--- src/rtl/ps2_key_pkg.sv ---
// Shared constants and channel state encoding for the PS/2 key repeater.
// Latency: n/a (declarations only).
// Backpressure: n/a; the PS/2 byte stream cannot be stalled.
// Contents: PS/2 prefix byte values, key-code width, channel FSM state type.
package ps2_key_pkg;

  // PS/2 set-2 prefix bytes: extended-key prefix and break (key-up) prefix.
  localparam logic [7:0] PS2_EXT = 8'hE0;
  localparam logic [7:0] PS2_BRK = 8'hF0;

  // Key code = {extended flag, scan byte}.
  localparam int KEY_CODE_W = 9;

  typedef enum logic [2:0] {
    ST_IDLE   = 3'd0,
    ST_PRESS  = 3'd1,
    ST_DELAY  = 3'd2,
    ST_REPEAT = 3'd3,
    ST_HOLD   = 3'd4
  } chan_state_e;

endpackage

--- src/rtl/ps2_key_repeater_channel.sv ---
// Per-key typematic channel: press pulse, delayed repeat pulses, release pulse, held level.
// Latency: outputs registered, one cycle after the make/break strobe.
// Backpressure: none; strobes are single-cycle and always consumed.
// Ports: clk_i/rst_i (sync active-high), make_i/brk_i matched strobes, repeat_en_i,
//        pulse_o, release_o, held_o.
module ps2_key_channel
  import ps2_key_pkg::*;
#(
  parameter int DELAY_CYCLES  = 25000000,
  parameter int REPEAT_CYCLES = 5000000,
  parameter int CNT_W         = 26
) (
  input  logic clk_i,
  input  logic rst_i,
  input  logic make_i,
  input  logic brk_i,
  input  logic repeat_en_i,
  output logic pulse_o,
  output logic release_o,
  output logic held_o
);

  localparam logic [CNT_W-1:0] DLY_LAST = CNT_W'(DELAY_CYCLES - 1);
  localparam logic [CNT_W-1:0] RPT_LAST = CNT_W'(REPEAT_CYCLES - 1);

  chan_state_e      state_q;
  logic [CNT_W-1:0] cnt_q;
  logic             pulse_q;
  logic             rel_q;
  logic             held_q;

  // The counter reads 0 in the cycle a pulse is visible, so an expiry decided
  // at count N-1 puts the next pulse exactly N cycles after the previous one.
  always_ff @(posedge clk_i) begin
    if (rst_i) begin
      state_q <= ST_IDLE;
      cnt_q   <= '0;
      pulse_q <= 1'b0;
      rel_q   <= 1'b0;
      held_q  <= 1'b0;
    end else begin
      pulse_q <= 1'b0;
      rel_q   <= 1'b0;
      if (state_q != ST_IDLE && brk_i) begin
        // Break has priority over a coincident counter expiry.
        state_q <= ST_IDLE;
        cnt_q   <= '0;
        held_q  <= 1'b0;
        rel_q   <= 1'b1;
      end else begin
        case (state_q)
          ST_IDLE: begin
            if (make_i) begin
              state_q <= ST_PRESS;
              cnt_q   <= '0;
              pulse_q <= 1'b1;
              held_q  <= 1'b1;
            end
          end
          ST_PRESS: begin
            // repeat_en is sampled here only.
            if (repeat_en_i) begin
              state_q <= ST_DELAY;
              cnt_q   <= CNT_W'(1);
            end else begin
              state_q <= ST_HOLD;
              cnt_q   <= '0;
            end
          end
          ST_DELAY: begin
            if (cnt_q == DLY_LAST) begin
              state_q <= ST_REPEAT;
              cnt_q   <= '0;
              pulse_q <= 1'b1;
            end else begin
              cnt_q <= cnt_q + CNT_W'(1);
            end
          end
          ST_REPEAT: begin
            if (cnt_q == RPT_LAST) begin
              cnt_q   <= '0;
              pulse_q <= 1'b1;
            end else begin
              cnt_q <= cnt_q + CNT_W'(1);
            end
          end
          ST_HOLD: begin
            cnt_q <= '0;
          end
          default: begin
            state_q <= ST_IDLE;
            cnt_q   <= '0;
            held_q  <= 1'b0;
          end
        endcase
      end
    end
  end

  assign pulse_o   = pulse_q;
  assign release_o = rel_q;
  assign held_o    = held_q;

endmodule

--- src/rtl/ps2_key_repeater.sv ---
// Multi-key PS/2 matcher with typematic repeat: prefix decoder plus NUM_KEYS channels.
// Latency: matching make/break byte strobed in cycle T gives pulse/release_pulse in T+1.
// Backpressure: none; every ps2_pulse byte is consumed in its strobe cycle.
// Ports: clk, rst (sync active-high), ps2_out/ps2_pulse byte input, key_codes (9 bits/slot),
//        repeat_en, pulse, release_pulse, held, leds {ext_flag, brk_flag, 2'b0, held[3:0]}.
module ps2_key_repeater
  import ps2_key_pkg::*;
#(
  parameter int NUM_KEYS      = 8,
  parameter int DELAY_CYCLES  = 25000000,
  parameter int REPEAT_CYCLES = 5000000,
  parameter int CNT_W         = 26
) (
  input  logic                           clk,
  input  logic                           rst,
  input  logic [7:0]                     ps2_out,
  input  logic                           ps2_pulse,
  input  logic [KEY_CODE_W*NUM_KEYS-1:0] key_codes,
  input  logic [NUM_KEYS-1:0]            repeat_en,
  output logic [NUM_KEYS-1:0]            pulse,
  output logic [NUM_KEYS-1:0]            release_pulse,
  output logic [NUM_KEYS-1:0]            held,
  output logic [7:0]                     leds
);

  logic                  ext_q, ext_d;
  logic                  brk_q, brk_d;
  logic                  code_vld;
  logic                  code_brk;
  logic [KEY_CODE_W-1:0] code;

  // Prefix decoder: E0/F0 only set flags; any other byte completes a code
  // and clears both flags in the same cycle.
  always_comb begin
    ext_d    = ext_q;
    brk_d    = brk_q;
    code_vld = 1'b0;
    code_brk = brk_q;
    code     = {ext_q, ps2_out};
    if (ps2_pulse) begin
      if (ps2_out == PS2_EXT) begin
        ext_d = 1'b1;
      end else if (ps2_out == PS2_BRK) begin
        brk_d = 1'b1;
      end else begin
        code_vld = 1'b1;
        ext_d    = 1'b0;
        brk_d    = 1'b0;
      end
    end
  end

  always_ff @(posedge clk) begin
    if (rst) begin
      ext_q <= 1'b0;
      brk_q <= 1'b0;
    end else begin
      ext_q <= ext_d;
      brk_q <= brk_d;
    end
  end

  for (genvar i = 0; i < NUM_KEYS; i++) begin : g_ch
    logic [KEY_CODE_W-1:0] slot_code;
    logic                  hit;
    assign slot_code = key_codes[KEY_CODE_W*i +: KEY_CODE_W];
    assign hit       = code_vld && (code == slot_code);

    ps2_key_channel #(
      .DELAY_CYCLES  (DELAY_CYCLES),
      .REPEAT_CYCLES (REPEAT_CYCLES),
      .CNT_W         (CNT_W)
    ) u_ch (
      .clk_i       (clk),
      .rst_i       (rst),
      .make_i      (hit && !code_brk),
      .brk_i       (hit && code_brk),
      .repeat_en_i (repeat_en[i]),
      .pulse_o     (pulse[i]),
      .release_o   (release_pulse[i]),
      .held_o      (held[i])
    );
  end

  // Debug nibble shows held for channels 0..3; absent channels read 0.
  logic [3:0] held_lo;
  for (genvar j = 0; j < 4; j++) begin : g_led
    if (j < NUM_KEYS) begin : g_on
      assign held_lo[j] = held[j];
    end else begin : g_off
      assign held_lo[j] = 1'b0;
    end
  end

  assign leds = {ext_q, brk_q, 2'b00, held_lo};

endmodule

--- config.mk ---
export PLATFORM = sky130hd
export DESIGN_NAME = ps2_key_repeater
export DESIGN_NICKNAME = d
export VERILOG_FILES = /design/src/rtl/ps2_key_pkg.sv /design/src/rtl/ps2_key_repeater_channel.sv /design/src/rtl/ps2_key_repeater.sv
export SDC_FILE = /design/constraint.sdc
export NUM_CORES = 1
export LEC_CHECK = 0
export CORE_MARGIN = 4
export CORE_UTILIZATION = 55
export CTS_BUF_LIST = sky130_fd_sc_hd__clkbuf_8
export CTS_CLUSTER_SIZE = 28
export DETAILED_ROUTE_END_ITERATION = 16
export GPL_TIMING_DRIVEN = 0
export PLACE_DENSITY = 0.74
export SYNTH_ARGS = -nofsm -noshare
export SYNTH_HDL_FRONTEND = slang
export SYNTH_SLANG_ARGS = --single-unit
--- constraint.sdc ---
create_clock -name clk -period 3.21 [get_ports clk]
set_input_delay 0.321 -clock clk [delete_from_list [all_inputs] [get_ports clk]]
set_output_delay 0.321 -clock clk [all_outputs]
set_load 0.005 [all_outputs]
; Yosys cells after proc, flatten, opt, wreduce, memory -nomap -nowiden
; Index checks and enable logic that the tools add are counted.
; W data, S select, Z words.
[word_totals]
word_cells = 367
out_inout_bits = 32
ff_bits = 258
input_bits = 91
[op_classes]
n_bitwise = 17
reduce_logical = 91
n_addsub = 8
mux = 134
n_eq_ne = 75
[op_table]
columns = operator, n
row1 = $pmux W26 S4, 8
row2 = $mux W26, 24
row3 = $add A26 B1 Y26 const B, 8
row4 = $eq A26 B23 Y1 const B, 8
row5 = $eq A26 B25 Y1 const B, 8
row6 = $pmux W3 S4, 8
row7 = $eq A9 B9 Y1, 8
row8 = $mux W3, 24
row9 = $mux W1, 54
row10 = $eq A3 B2 Y1 const B, 16
row11 = $logic_and A1 B1 Y1, 32
row12 = $ne A2 B1 Y1 const B, 16
row13 = $reduce_or A2 Y1, 16
row14 = $reduce_or A4 Y1, 8
row15 = $eq A3 B1 Y1 const B, 8
row16 = $eq A3 B3 Y1 const B, 8
row17 = $logic_not A3 Y1, 8
row18 = $pmux W1 S3, 8
row19 = $reduce_and A3 Y1, 8
row20 = $reduce_bool A3 Y1, 8
row21 = $reduce_and A2 Y1, 10
row22 = $not A1 Y1, 17
row23 = $eq A8 B8 Y1 const B, 2
row24 = $pmux W1 S2, 8
row25 = 2 further kinds, 2

; Depth between registers and ports, before layout
; Gate-level depths: netlist of the first run.
[depth]
ltp_word = 8
ltp_mapped = 9
ltp_nobuf = 7

; Modules after synthesis
; Synthesis of the first run repeated with hierarchy kept, for this count alone.
[unflattened]
cells_unflattened = 1855
hier_area_um2 = 15160.8
[modules_own_cells]
columns = mod, cells_each, instances, area_per_inst_um2, seq_area_each_um2
row1 = ps2_key_channel (g_ch[0].u_ch ...), 215, 7, 1764.2, 640.6
row2 = ps2_key_channel (g_ch[7].u_ch), 196, 1, 1647.8, 640.6
row3 = ps2_key_repeater, 154, 1, 1163.6, 40.0

; Worst setup path before layout of the first run
; OpenSTA, ideal clock, no wires.
[synth_timing]
kind = reg2reg
startpoint = register g_ch[0].u_ch.cnt_q[12]
endpoint = register g_ch[0].u_ch.cnt_q[0]
stages_incl_launch_ff = 10
n_path_buf = 3
setup_ns = 0.130
t_required_ns = 3.080
setup_slack_ns = 0.675
arrival_time_ns = 2.405
period_less_slack_ns = 2.535
path_cell_list = dfxtp_1 -> buf_6 -> or4b_1 -> or4_4 -> a2111oi_4 -> or2_1 -> buf_6 -> buf_8 -> o32a_2 -> a21oi_2
[synth_via]
elab_chain_len = 3
word_cells_on_any_way = 5
classes_between = eq/ne: 2 / mux: 3
[synth_lines]
columns = element, line_no
row1 = start: declaration, ps2_key_repeater_channel.sv:27  ; logic [CNT_W-1:0] cnt_q;
row2 = start signal: assignment, ps2_key_repeater_channel.sv:76  ; cnt_q <= cnt_q + CNT_W'(1);
row3 = start signal: assignment, ps2_key_repeater_channel.sv:84  ; cnt_q <= cnt_q + CNT_W'(1);
row4 = $eq A26 B23 Y1 or $eq A26 B25 Y1 (tied branches), "ps2_key_repeater_channel.sv:80, ps2_key_repeater_channel.sv:71"
row5 = "$mux W26, on equally long branches", "ps2_key_repeater_channel.sv:80, ps2_key_repeater_channel.sv:71"
row6 = $pmux W26 S4 (*), ps2_key_repeater_channel.sv:51  ; case (state_q)
; Mark *: on every way between the ends. The rest lies on a longest branch, timed or not.
; A chain may end at the register's enable or synchronous reset.

; Final worst setup path of the first run
[layout_timing]
startpoint = register ext_q
endpoint = register g_ch[7].u_ch.cnt_q[7]
[layout_via]
elab_chain_len = 5
word_cells_on_any_way = 7
classes_between = eq/ne: 2 / reduce/logical: 5
[layout_lines]
columns = element, line_no
row1 = start: declaration, ps2_key_repeater.sv:26  ; logic ext_q, ext_d;
row2 = start signal: assignment, ps2_key_repeater.sv:58  ; ext_q <= ext_d;
row3 = $eq A9 B9 Y1 (*), ps2_key_repeater.sv:67  ; assign hit = code_vld && (code == slot_code);
row4 = $logic_and A1 B1 Y1 (*), ps2_key_repeater.sv:67
row5 = $logic_and A1 B1 Y1, ps2_key_repeater.sv:77  ; .brk_i (hit && code_brk),
row6 = $logic_and A1 B1 Y1, ps2_key_repeater_channel.sv:44  ; if (state_q != ST_IDLE && brk_i) begin
row7 = $reduce_or A2 Y1 (no source line), n/a
row8 = end signal: assignment, ps2_key_repeater_channel.sv:76
row9 = end signal: assignment, ps2_key_repeater_channel.sv:84
row10 = end: declaration, ps2_key_repeater_channel.sv:27
; Marked as above.

==> reports/qor.yml, run 1 <==
cp_cell_sequence: "buf_2 > xnor2_1 > nand3_1 > or4_1 > and2_1 > clkbuf_1 > o21bai_2 > clkbuf_2 > nor2_1"
dp_hpwl_microns: 30600
ys_warn_count: 0
combPwrFrac: 0.146
switching_share: 0.289
cap_violations: 0
worstPathMaxFanout: 10
wl_per_cell_microns: 17.7
seqPwrFrac: 0.441
die_x_microns: 173
clk_root_buffer_cell: "clkbuf_8"
io_buffers: 112
p_switching_mw: 2.15
grt_start_max_net_pins: 12
cp_slowest_cell: "or4_1"
start_util: 0.557
finalNetCount: 2216
finalWirelength_microns: 44000
yosys_register_bits: 258
max_stage_delay_ns: 0.61
status: "complete, no violations"
maxClockFrequency_mhz: 328
placed_cells: 2404
yosysTopAreaCell: "dfxtp_1"
synth-main-ff-cell: "dfxtp_1"
ys_seq_area_frac: 0.346
cp.required_ns: 3.65
finalSetupViolCount: 0
grt_pass1_wl_microns: 72100
synth_top_cell_area_share: 0.346
cts_buffers: 47
leakage_nw: 5.29
die_h_microns: 173
placed_area_sq_mm: 0.0165
drc_errors: 0
busiest_layer: "met2"
clkPwrFrac: 0.413
insertion_delay_ns: 0.56
grtUsageMet3: 0.0459
yosysMostFrequentCell: "dfxtp_1"
vias: 15500
hold_path_class: "in2reg"
ant_nets: 0
cts_sinks: 258
syn_inst: 1949
synth_edf_count: 0
row_count: 60
fp.dieArea_sq_mm: 0.0298
met2_usage: 0.460
synth_common_cells: "dfxtp_1 (258), nand2_1 (225), nand3_1 (193), nor2_1 (117), a21oi_1 (116)"
synth_cell_types: 76
htree_levels: 2
hold_violations: 0
fin_cells: 2486
tightest_slew_ns: 1.18
drtPass1Iterations: 5
antenna_found_initial: 0
cp-start-kind: "register"
viasPerCell: 6.24
synth.avg_cell_area_sq_um: 7.66
overflow: 0
area_growth_syn_to_layout_pct: 16.7
tritoncts: "yes"
grt_pass1_vias: 14300
drive_gt1_frac: 0.0793
cp.buffers_inverters: 3
min_period_ns: 3.05
vdd_drop_max_uv: 256
slew_violations: 0
place.gp.congestion: 0.920
drt_iter0_drc: 1451
clockBufferDepth: 3
use_met1: 0.388
final_area_sq_mm: 0.0174
critical_path.endpoint_type: "register"
criticalPathCategory: "reg2reg"
async_reset_ff_frac: 0
p_int_mw: 5.29
core_sq_mm: 0.0268
relSlewSlack: 0.205
track_usage: 0.282
fin_crit_sh: 0.950
rsz0062_at_grt: "false"
clk_pin_slew_ns: 0.06
hold_buffers: 0
crit_family: "simple AND/OR/NAND/NOR gates"
io_pins: 123
synth_area_sq_mm: 0.0149
diodes: 0
arrival_ns: 3.49
clock_skew_ns: 0.0135
power_density_mw_per_mm2: 427
yosys-top-cells-area: "dfxtp_1 (35%), nand3_1 (6.5%), nand2_1 (5.7%), a31oi_1 (4.6%), xnor2_1 (4.1%)"
-- power groups by stage --
stage / clock [mW] / combinational (mW) / sequential [mW]
detailed placement: 0 / 1.07 / 3.35
global route: 3.27 / 1.19 / 3.29
CTS: 3.11 / 1.08 / 3.28
finish: 3.07 / 1.09 / 3.28
floorplan: 0 / 0.689 / 3.34
global placement: 0 / 1.05 / 3.35
-- per-layer routing --
layer  part of all wire  vias up
met2               0.45      600
met3              0.074       75
met5                  0        -
met4              0.024        0
li1                   -     7575
met1               0.45     7264
-- sequential cells by signal (all words and copies together), names as in the netlist --
signal / count
g_ch.u_ch.cnt_q: 208
g_ch.u_ch.state_q: 24
g_ch.u_ch.held_o: 8
g_ch.u_ch.pulse_o: 8
g_ch.u_ch.release_o: 8
brk_q: 1
ext_q: 1
-- what timing repair did --
action | in CTS | in global routing
resized for setup | 2 | 0
pin swaps | 0 | 1
endpoints found under the hold margin | 0 | 0
endpoints found under the setup margin | 56 | 3
setup buffers | 0 | 2
-- placed cells by master (no fill, tap or decap), drive strengths merged, types with 7 or more instances in the layout --
cell,n
nand2,225
nand4b,7
nor2b,10
xor2,25
o21a,10
dfxtp,258
nand3b,9
clkdlybuf4s50,112
and3,31
a2111oi,8
a211oi,49
or4,19
inv,46
ha,11
or3,99
nor2,118
nor4,31
nor3,92
nand4,64
a311oi,9
nor4b,14
clkinv,7
or2,15
buf,58
xnor2,70
a31oi,109
o21ai,34
a21oi,117
and2,13
o211ai,8
and4,26
nand3,193
a22oi,20
or4b,9
clkbuf,157
-- layout make-up --
cell class	count	area [sq um]
Fill cell	2447	9380
Multi-Input combinational cell	1506	8910
Sequential cell	258	5160
Timing Repair Buffer	115	1140
Clock buffer	57	785
Buffer	155	758
Tap cell	341	427
Clock inverter	23	121
Inverter	31	116
-- stage by stage --
step	util	setup TNS (ns)	power [mW]	hold WS, ns	setup slack [ns]
after CTS	0.649	0	7.47	0.313	0.142
after global routing	0.650	0	7.75	0.373	0.0164
after detailed placement	0.615	-78.29	4.42	0.469	-0.775
after floorplan	-	0	4.03	0.440	0.675
final	0.650	0	7.44	0.372	0.162
after global placement	0.615	-76.42	4.40	0.465	-0.794
-- kinds of logic (layout without fill, tap and decap cells) --
kind of cell             Yosys count  in the layout  share of synthesized area
AO/OA/AOI/OAI                    403            403                      0.178
XOR/XNOR                          95             95                     0.0557
adder cells (fa/ha/maj)           11             11                    0.00922
buffers and inverters            186            381                     0.0585
flip-flops                       258            258                      0.346
multiplexers                       4              4                    0.00268
other                              1              2                   0.000251
AND/OR/NAND/NOR                  991            991                      0.350
-- path summary, 6_finish.rpt --
check | to | from | slack (ns) | cells past startpoint
worst max-delay path | g_ch[7].u_ch.cnt_q[7] | ext_q | 0.16 | 9
worst min-delay path | brk_q | ps2_out[4] | 0.37 | 3
worst max register to register | g_ch[7].u_ch.cnt_q[7] | ext_q | 0.16 | 9
worst min register to register | g_ch[4].u_ch.held_o | g_ch[4].u_ch.held_o | 0.47 | 2
-- worst reg2reg max path: stages (launching register included) --
cell	delay, ns
dfxtp_1	0.32
buf_2	0.43
xnor2_1	0.19
nand3_1	0.10
or4_1	0.61
and2_1	0.20
clkbuf_1	0.19
o21bai_2	0.48
clkbuf_2	0.34
nor2_1	0.08
(Power assumes the default switching activity.)
==> inputs of run 2 (changes only) <==
==> constraint.sdc (replaced) <==
create_clock -name clk -period 3.21 [get_ports clk]
set_input_delay 0.4815 -clock clk [delete_from_list [all_inputs] [get_ports clk]]
set_output_delay 0.4815 -clock clk [all_outputs]
set_load 0.01 [all_outputs]
==> run 2 against run 1 <==
  * Final cell count is the same
  * Sequential power is essentially flat
  * Wire length is essentially flat
  * Critical endpoint is now g_ch[5].u_ch.cnt_q[1]
  * Largest cell class unchanged
==> reports/qor.yml, run 2 (synthesized netlist as in run 1, its figures left out) <==
status: "complete, no violations"  # unchanged
p_switching_mw: 2.16  # was 2.15 mW
row_count: 60  # unchanged
tightest_slew_ns: 1.18  # about the same
track_usage: 0.282  # unchanged
holdWs_ns: 0.471  # was 0.372 ns
clock_skew_ns: 0.0169  # was 0.0135 ns
worstPathMaxFanout: 10  # unchanged
clk_root_buffer_cell: "clkbuf_8"  # unchanged
hold_path_class: "reg2reg"  # was in2reg
io_buffers: 112  # unchanged
crit_family: "compound AO/OA/AOI/OAI gates"  # was simple AND/OR/NAND/NOR gates
final_area_sq_mm: 0.0174  # about the same
placed_area_sq_mm: 0.0165  # unchanged
clkPwrFrac: 0.412  # was 0.413
drive_gt1_frac: 0.0797  # was 0.0793
cp.required_ns: 3.64  # was 3.65 ns
top_register: "g_ch.u_ch.cnt_q"  # unchanged
drc_errors: 0  # unchanged
p_total_mw: 7.45  # was 7.44 mW
n_fill_cell: 2443  # was 2447
cpMostUsedCell: "nor2_1"
largest_reg_flops: 208  # unchanged
cp_slowest_cell: "a2111oi_0"  # was or4_1
rsz0062_at_grt: "false"  # unchanged
tritoncts: "yes"  # unchanged
seqPwrFrac: 0.440  # was 0.441
overflow: 0  # unchanged
htree_levels: 2  # unchanged
slew_violations: 0  # unchanged
hold_violations: 0  # unchanged
finalNetCount: 2216  # unchanged
die_x_microns: 173  # unchanged
cts_buffers: 47  # unchanged
arrival_ns: 3.50  # was 3.49 ns
min_period_ns: 3.07  # was 3.05 ns
core_sq_mm: 0.0268  # unchanged
fp.dieArea_sq_mm: 0.0298  # unchanged
startpoint: "g_ch[5].u_ch.cnt_q[22]"  # was ext_q
critical_path.endpoint_type: "register"  # unchanged
fin_crit_sh: 0.955  # was 0.950
insertion_delay_ns: 0.56  # about the same
drtPass1Iterations: 6  # was 5
grt_pass1_wl_microns: 72100  # unchanged
hp-start: "g_ch[4].u_ch.held_o"  # was ps2_out[4]
finalWirelength_microns: 44000  # about the same
finalSetupTns_ns: 0  # unchanged
cp_cell_sequence: "or4b_2 > a2111oi_0 > nor2_1 > clkbuf_1 > a22oi_1 > nor2_1"  # was buf_2 > xnor2_1 > nand3_1 > or4_1 > and2_1 > clkbuf_1 > o21bai_2 > clkbuf_2 > nor2_1
p_int_mw: 5.29  # about the same
place.gp.congestion: 0.920  # unchanged
power_density_mw_per_mm2: 427  # about the same
max_stage_delay_ns: 0.82  # was 0.61 ns
ant_nets: 0  # unchanged
die_h_microns: 173  # unchanged
most-common-layout-cells: "dfxtp_1 (258), nand2_1 (225), nand3_1 (193)"  # unchanged
top_regs: "g_ch.u_ch.cnt_q x208, g_ch.u_ch.state_q x24"  # unchanged
grt_start_max_net_pins: 12  # unchanged
clk_pin_slew_ns: 0.06  # about the same
r2r_start: "g_ch[5].u_ch.cnt_q[22]"  # was ext_q
area_growth_syn_to_layout_pct: 16.8  # was 16.7%
placed_cells: 2404  # unchanged
combPwrFrac: 0.147  # was 0.146
vdd_drop_max_uv: 257  # was 256 uV
hold_buffers: 0  # unchanged
leakage_nw: 5.29  # about the same
diodes: 0  # unchanged
cp-start-kind: "register"  # unchanged
start_util: 0.557  # unchanged
finalSetupViolCount: 0  # unchanged
viasPerCell: 6.25  # was 6.24
clockBufferDepth: 3  # unchanged
antenna_found_initial: 0  # unchanged
cts_sinks: 258  # unchanged
final_common_cell: "dfxtp_1"  # unchanged
grt_pass1_vias: 14300  # unchanged
dp_hpwl_microns: 30600  # unchanged
io_pins: 123  # unchanged
criticalPathCategory: "reg2reg"  # unchanged
fin_cells: 2486  # unchanged
maxClockFrequency_mhz: 326  # was 328 MHz
cap_violations: 0  # unchanged
cp.buffers_inverters: 1  # was 3
drt_iter0_drc: 1442  # was 1451
switching_share: 0.290  # was 0.289
wl_per_cell_microns: 17.7  # about the same
vias: 15500  # about the same
relSlewSlack: 0.206  # was 0.205
[run 2: changes by cell type in the layout (fill, tap and decap cells not counted)]
cell and change:
o21bai_4 +1, nor4_2 +1, o21bai_2 -1, nor4_1 -1
[run 2: area by class of cell]
class | instances | area [sq um] | area share
buffer | 155 | 758 | 0.0435
clock buffer | 57 | 785 | 0.0450
clock inverter | 23 | 121 | 0.00696
inverter | 31 | 116 | 0.00667
multi-input combinational | 1506 | 8920 | 0.512
sequential | 258 | 5160 | 0.296
tap | 341 | 427 | 0.0245
timing repair buffer | 115 | 1140 | 0.0655
[run 2: worst paths after layout]
path                                end  depth (start not counted)  slack [ns]
setup / recovery  g_ch[5].u_ch.cnt_q[1]                          6        0.14
hold / removal      g_ch[4].u_ch.held_o                          2        0.47
setup reg to reg  g_ch[5].u_ch.cnt_q[1]                          6        0.14
hold reg to reg     g_ch[4].u_ch.held_o                          2        0.47
[run 2: metal layers]
| metal | global-route usage | part of all wire | vias up |
|---|---|---|---|
| li1 | - | - | 7590 |
| met1 | 0.388 | 0.45 | 7304 |
| met2 | 0.460 | 0.46 | 567 |
| met3 | 0.0459 | 0.072 | 68 |
| met4 | 0.0841 | 0.024 | 0 |
| met5 | 0 | 0 | - |
[run 2: per-stage QoR]
stage                     utilization  setup WS [ns]
after detailed placement        0.615         -0.935
after CTS                       0.649       -0.00653
after floorplan                     -          0.608
after global placement          0.615         -0.955
final                           0.650          0.144
after global routing            0.650         0.0204
[run 2: power by group through the flow]
stage                     sequential, mW  combinational [mW]  clock, mW
after global routing                3.29                1.20       3.27
after CTS                           3.28                1.08       3.11
after detailed placement            3.35                1.07          0
after global placement              3.35                1.05          0
final                               3.28                1.10       3.07
after floorplan                     3.34               0.690          0
[run 2: timing repair]
item                       CTS  global route
pin swaps                    0             1
cloned                       0             0
setup endpoints to repair   86            37
buffers inserted             0             2
gates resized for setup      2             2
[run 2: worst reg2reg max path: cells and delay by family, from the launching register on]
kind                   cells  cell delay [ns]
AOI/OAI and AO/OA          2             1.08
and+or+nand+nor            3             1.03
buffers and inverters      1             0.36
DFF                        1             0.46
==> inputs of run 3 (changes only) <==
--- a/config.mk
+++ b/config.mk
@@ -12,6 +12,7 @@
 export DETAILED_ROUTE_END_ITERATION = 16
 export GPL_TIMING_DRIVEN = 0
 export PLACE_DENSITY = 0.74
+export SKIP_LAST_GASP = 1
 export SYNTH_ARGS = -nofsm -noshare
 export SYNTH_HDL_FRONTEND = slang
 export SYNTH_SLANG_ARGS = --single-unit
==> run 3 against run 2 <==
  * Cell area about the same
  * Final cell count unchanged
  * Largest cell class unchanged
  * Largest power group unchanged
  * Setup slack got worse by 0.12 ns
  * Clock skew fell by 0.0015 ns
  * Highest routed layer unchanged
==> reports/qor.yml, run 3 (synthesized netlist as in run 1, its figures left out) <==
hold_violations: 0  # unchanged
io_pins: 123  # unchanged
clock_skew_ns: 0.0154  # was 0.0169 ns
tightest_slew_ns: 1.16  # was 1.18 ns
final_common_cell: "dfxtp_1"  # unchanged
start_util: 0.557  # unchanged
reg2reg_slack_ns: 0.15  # was 0.14 ns
final_util: 0.650  # about the same
postLayoutSetupSlackWorst_ns: 0.0232  # was 0.144 ns
fin_cells: 2486  # unchanged
ant_nets: 0  # unchanged
dp_hpwl_microns: 30600  # unchanged
arrival_ns: 3.63  # was 3.50 ns
overflow: 0  # unchanged
fp.dieArea_sq_mm: 0.0298  # unchanged
clk_root_buffer_cell: "clkbuf_8"  # unchanged
area_growth_syn_to_layout_pct: 16.7  # was 16.8%
finalNetCount: 2216  # unchanged
grt_start_max_net_pins: 12  # unchanged
finalSetupTns_ns: 0  # unchanged
clockBufferDepth: 3  # unchanged
leakage_nw: 5.29  # about the same
most-common-layout-cells: "dfxtp_1 (258), nand2_1 (225), nand3_1 (193)"  # unchanged
drtPass1Iterations: 6  # unchanged
power_density_mw_per_mm2: 427  # about the same
row_count: 60  # unchanged
grt_pass1_wl_microns: 72100  # unchanged
drc_errors: 0  # unchanged
cts_sinks: 258  # unchanged
largest_reg_flops: 208  # unchanged
place.gp.congestion: 0.920  # unchanged
antenna_found_initial: 0  # unchanged
finalSetupViolCount: 0  # unchanged
cp.buffers_inverters: 5  # was 1
drive_gt1_frac: 0.0797  # unchanged
holdWs_ns: 0.471  # about the same
hold_path_class: "reg2reg"  # unchanged
placed_cells: 2404  # unchanged
critical_path.endpoint_type: "register"  # unchanged
cp-start-kind: "input pin"  # was register
hold_depth: 2  # unchanged
cp.required_ns: 3.66  # was 3.64 ns
maxClockFrequency_mhz: 314  # was 326 MHz
criticalPathCategory: "in2reg"  # was reg2reg
tritoncts: "yes"  # unchanged
placed_area_sq_mm: 0.0165  # unchanged
top_register: "g_ch.u_ch.cnt_q"  # unchanged
slew_violations: 0  # unchanged
final_area_sq_mm: 0.0174  # about the same
vias: 15500  # about the same
hp-start: "g_ch[4].u_ch.held_o"  # unchanged
cp_slowest_cell: "clkdlybuf4s50_1"  # was a2111oi_0
hold_end: "g_ch[4].u_ch.held_o"  # unchanged
reg2reg_depth: 6  # unchanged
cpMostUsedCell: "buf_4"  # was nor2_1
vdd_drop_max_uv: 257  # about the same
r2r-end: "g_ch[5].u_ch.cnt_q[1]"  # unchanged
worstPathMaxFanout: 10  # unchanged
diodes: 0  # unchanged
cp_cell_sequence: "clkdlybuf4s50_1 > nor2b_1 > o41ai_4 > buf_4 > buf_4 > or4_1 > and2_1 > clkbuf_1 > o21bai_2 > clkbuf_2 > nor2_1"  # was or4b_2 > a2111oi_0 > nor2_1 > clkbuf_1 > a22oi_1 > nor2_1
max_stage_delay_ns: 0.59  # was 0.82 ns
r2r_start: "g_ch[5].u_ch.cnt_q[22]"  # unchanged
crit_family: "buffers and inverters"  # was compound AO/OA/AOI/OAI gates
cap_violations: 0  # unchanged
viasPerCell: 6.25  # about the same
track_usage: 0.282  # unchanged
grt_pass1_vias: 14300  # unchanged
min_period_ns: 3.19  # was 3.07 ns
io_buffers: 112  # unchanged
wl_per_cell_microns: 17.7  # about the same
status: "complete, no violations"  # unchanged
relSlewSlack: 0.220  # was 0.206
fin_crit_sh: 0.993  # was 0.955
insertion_delay_ns: 0.56  # about the same
die_h_microns: 173  # unchanged
preCtsSetupSlack_ns: -0.935  # unchanged
clk_pin_slew_ns: 0.06  # about the same
rsz0062_at_grt: "true"  # was false
cts_buffers: 47  # unchanged
drt_iter0_drc: 1444  # was 1442
p_total_mw: 7.44  # was 7.45 mW
hold_buffers: 0  # unchanged
die_x_microns: 173  # unchanged
core_sq_mm: 0.0268  # unchanged
finalWirelength_microns: 43900  # was 44000 microns
htree_levels: 2  # unchanged
top_regs: "g_ch.u_ch.cnt_q x208, g_ch.u_ch.state_q x24"  # unchanged
## run 3: cell types whose count changed in the layout (fill, tap and decap cells not counted)
| cell | delta |
|---|---|
| o21bai_2 | +1 |
| o21bai_4 | -1 |
## run 3: per-layer routing
layer | vias to the layer above | wire length (microns) | track usage
met1 | 7285 | 19600 | 0.388
li1 | 7585 | - | -
met5 | - | 0 | 0
met3 | 80 | 3290 | 0.0459
met2 | 587 | 19900 | 0.460
met4 | 0 | 1120 | 0.0841
## run 3: area by class of cell
type,instances,area (sq um)
Inverter,31,116
Sequential cell,258,5160
Fill cell,2446,9380
Multi-Input combinational cell,1506,8910
Timing Repair Buffer,115,1140
Buffer,155,758
Clock inverter,23,121
Clock buffer,57,785
Tap cell,341,427
## run 3: worst max path at each step
stage	from	to	slack [ns]	cells past startpoint
after floorplan	ps2_out[1]	g_ch[7].u_ch.cnt_q[18]	0.61	9
after global placement	ps2_out[5]	g_ch[0].u_ch.cnt_q[6]	-0.95	9
after detailed placement	ps2_out[6]	g_ch[0].u_ch.cnt_q[6]	-0.94	9
after CTS	ps2_out[5]	g_ch[0].u_ch.cnt_q[6]	-0.007	9
after global routing	ps2_pulse	g_ch[7].u_ch.cnt_q[19]	-0.1	11
final	ps2_pulse	g_ch[7].u_ch.cnt_q[7]	0.02	11
## run 3: what timing repair did
action / in CTS / in global routing
gates resized for setup: 2 / 1
setup buffers: 0 / 2
endpoints found under the setup margin: 86 / 37
pin swaps: 0 / 1
## run 3: where the power goes
| group | internal, mW | switching (mW) |
|---|---|---|
| clock network | 1.67 | 1.40 |
| logic | 0.368 | 0.720 |
| registers | 3.25 | 0.0363 |
| total | 5.29 | 2.15 |
## run 3: worst reg2reg max path, cell delays in order, from the launching register on
cell       delay [ns]
dfxtp_1          0.46
or4b_2           0.65
a2111oi_0        0.82
nor2_1           0.32
clkbuf_1         0.36
a22oi_1          0.26
nor2_1           0.06
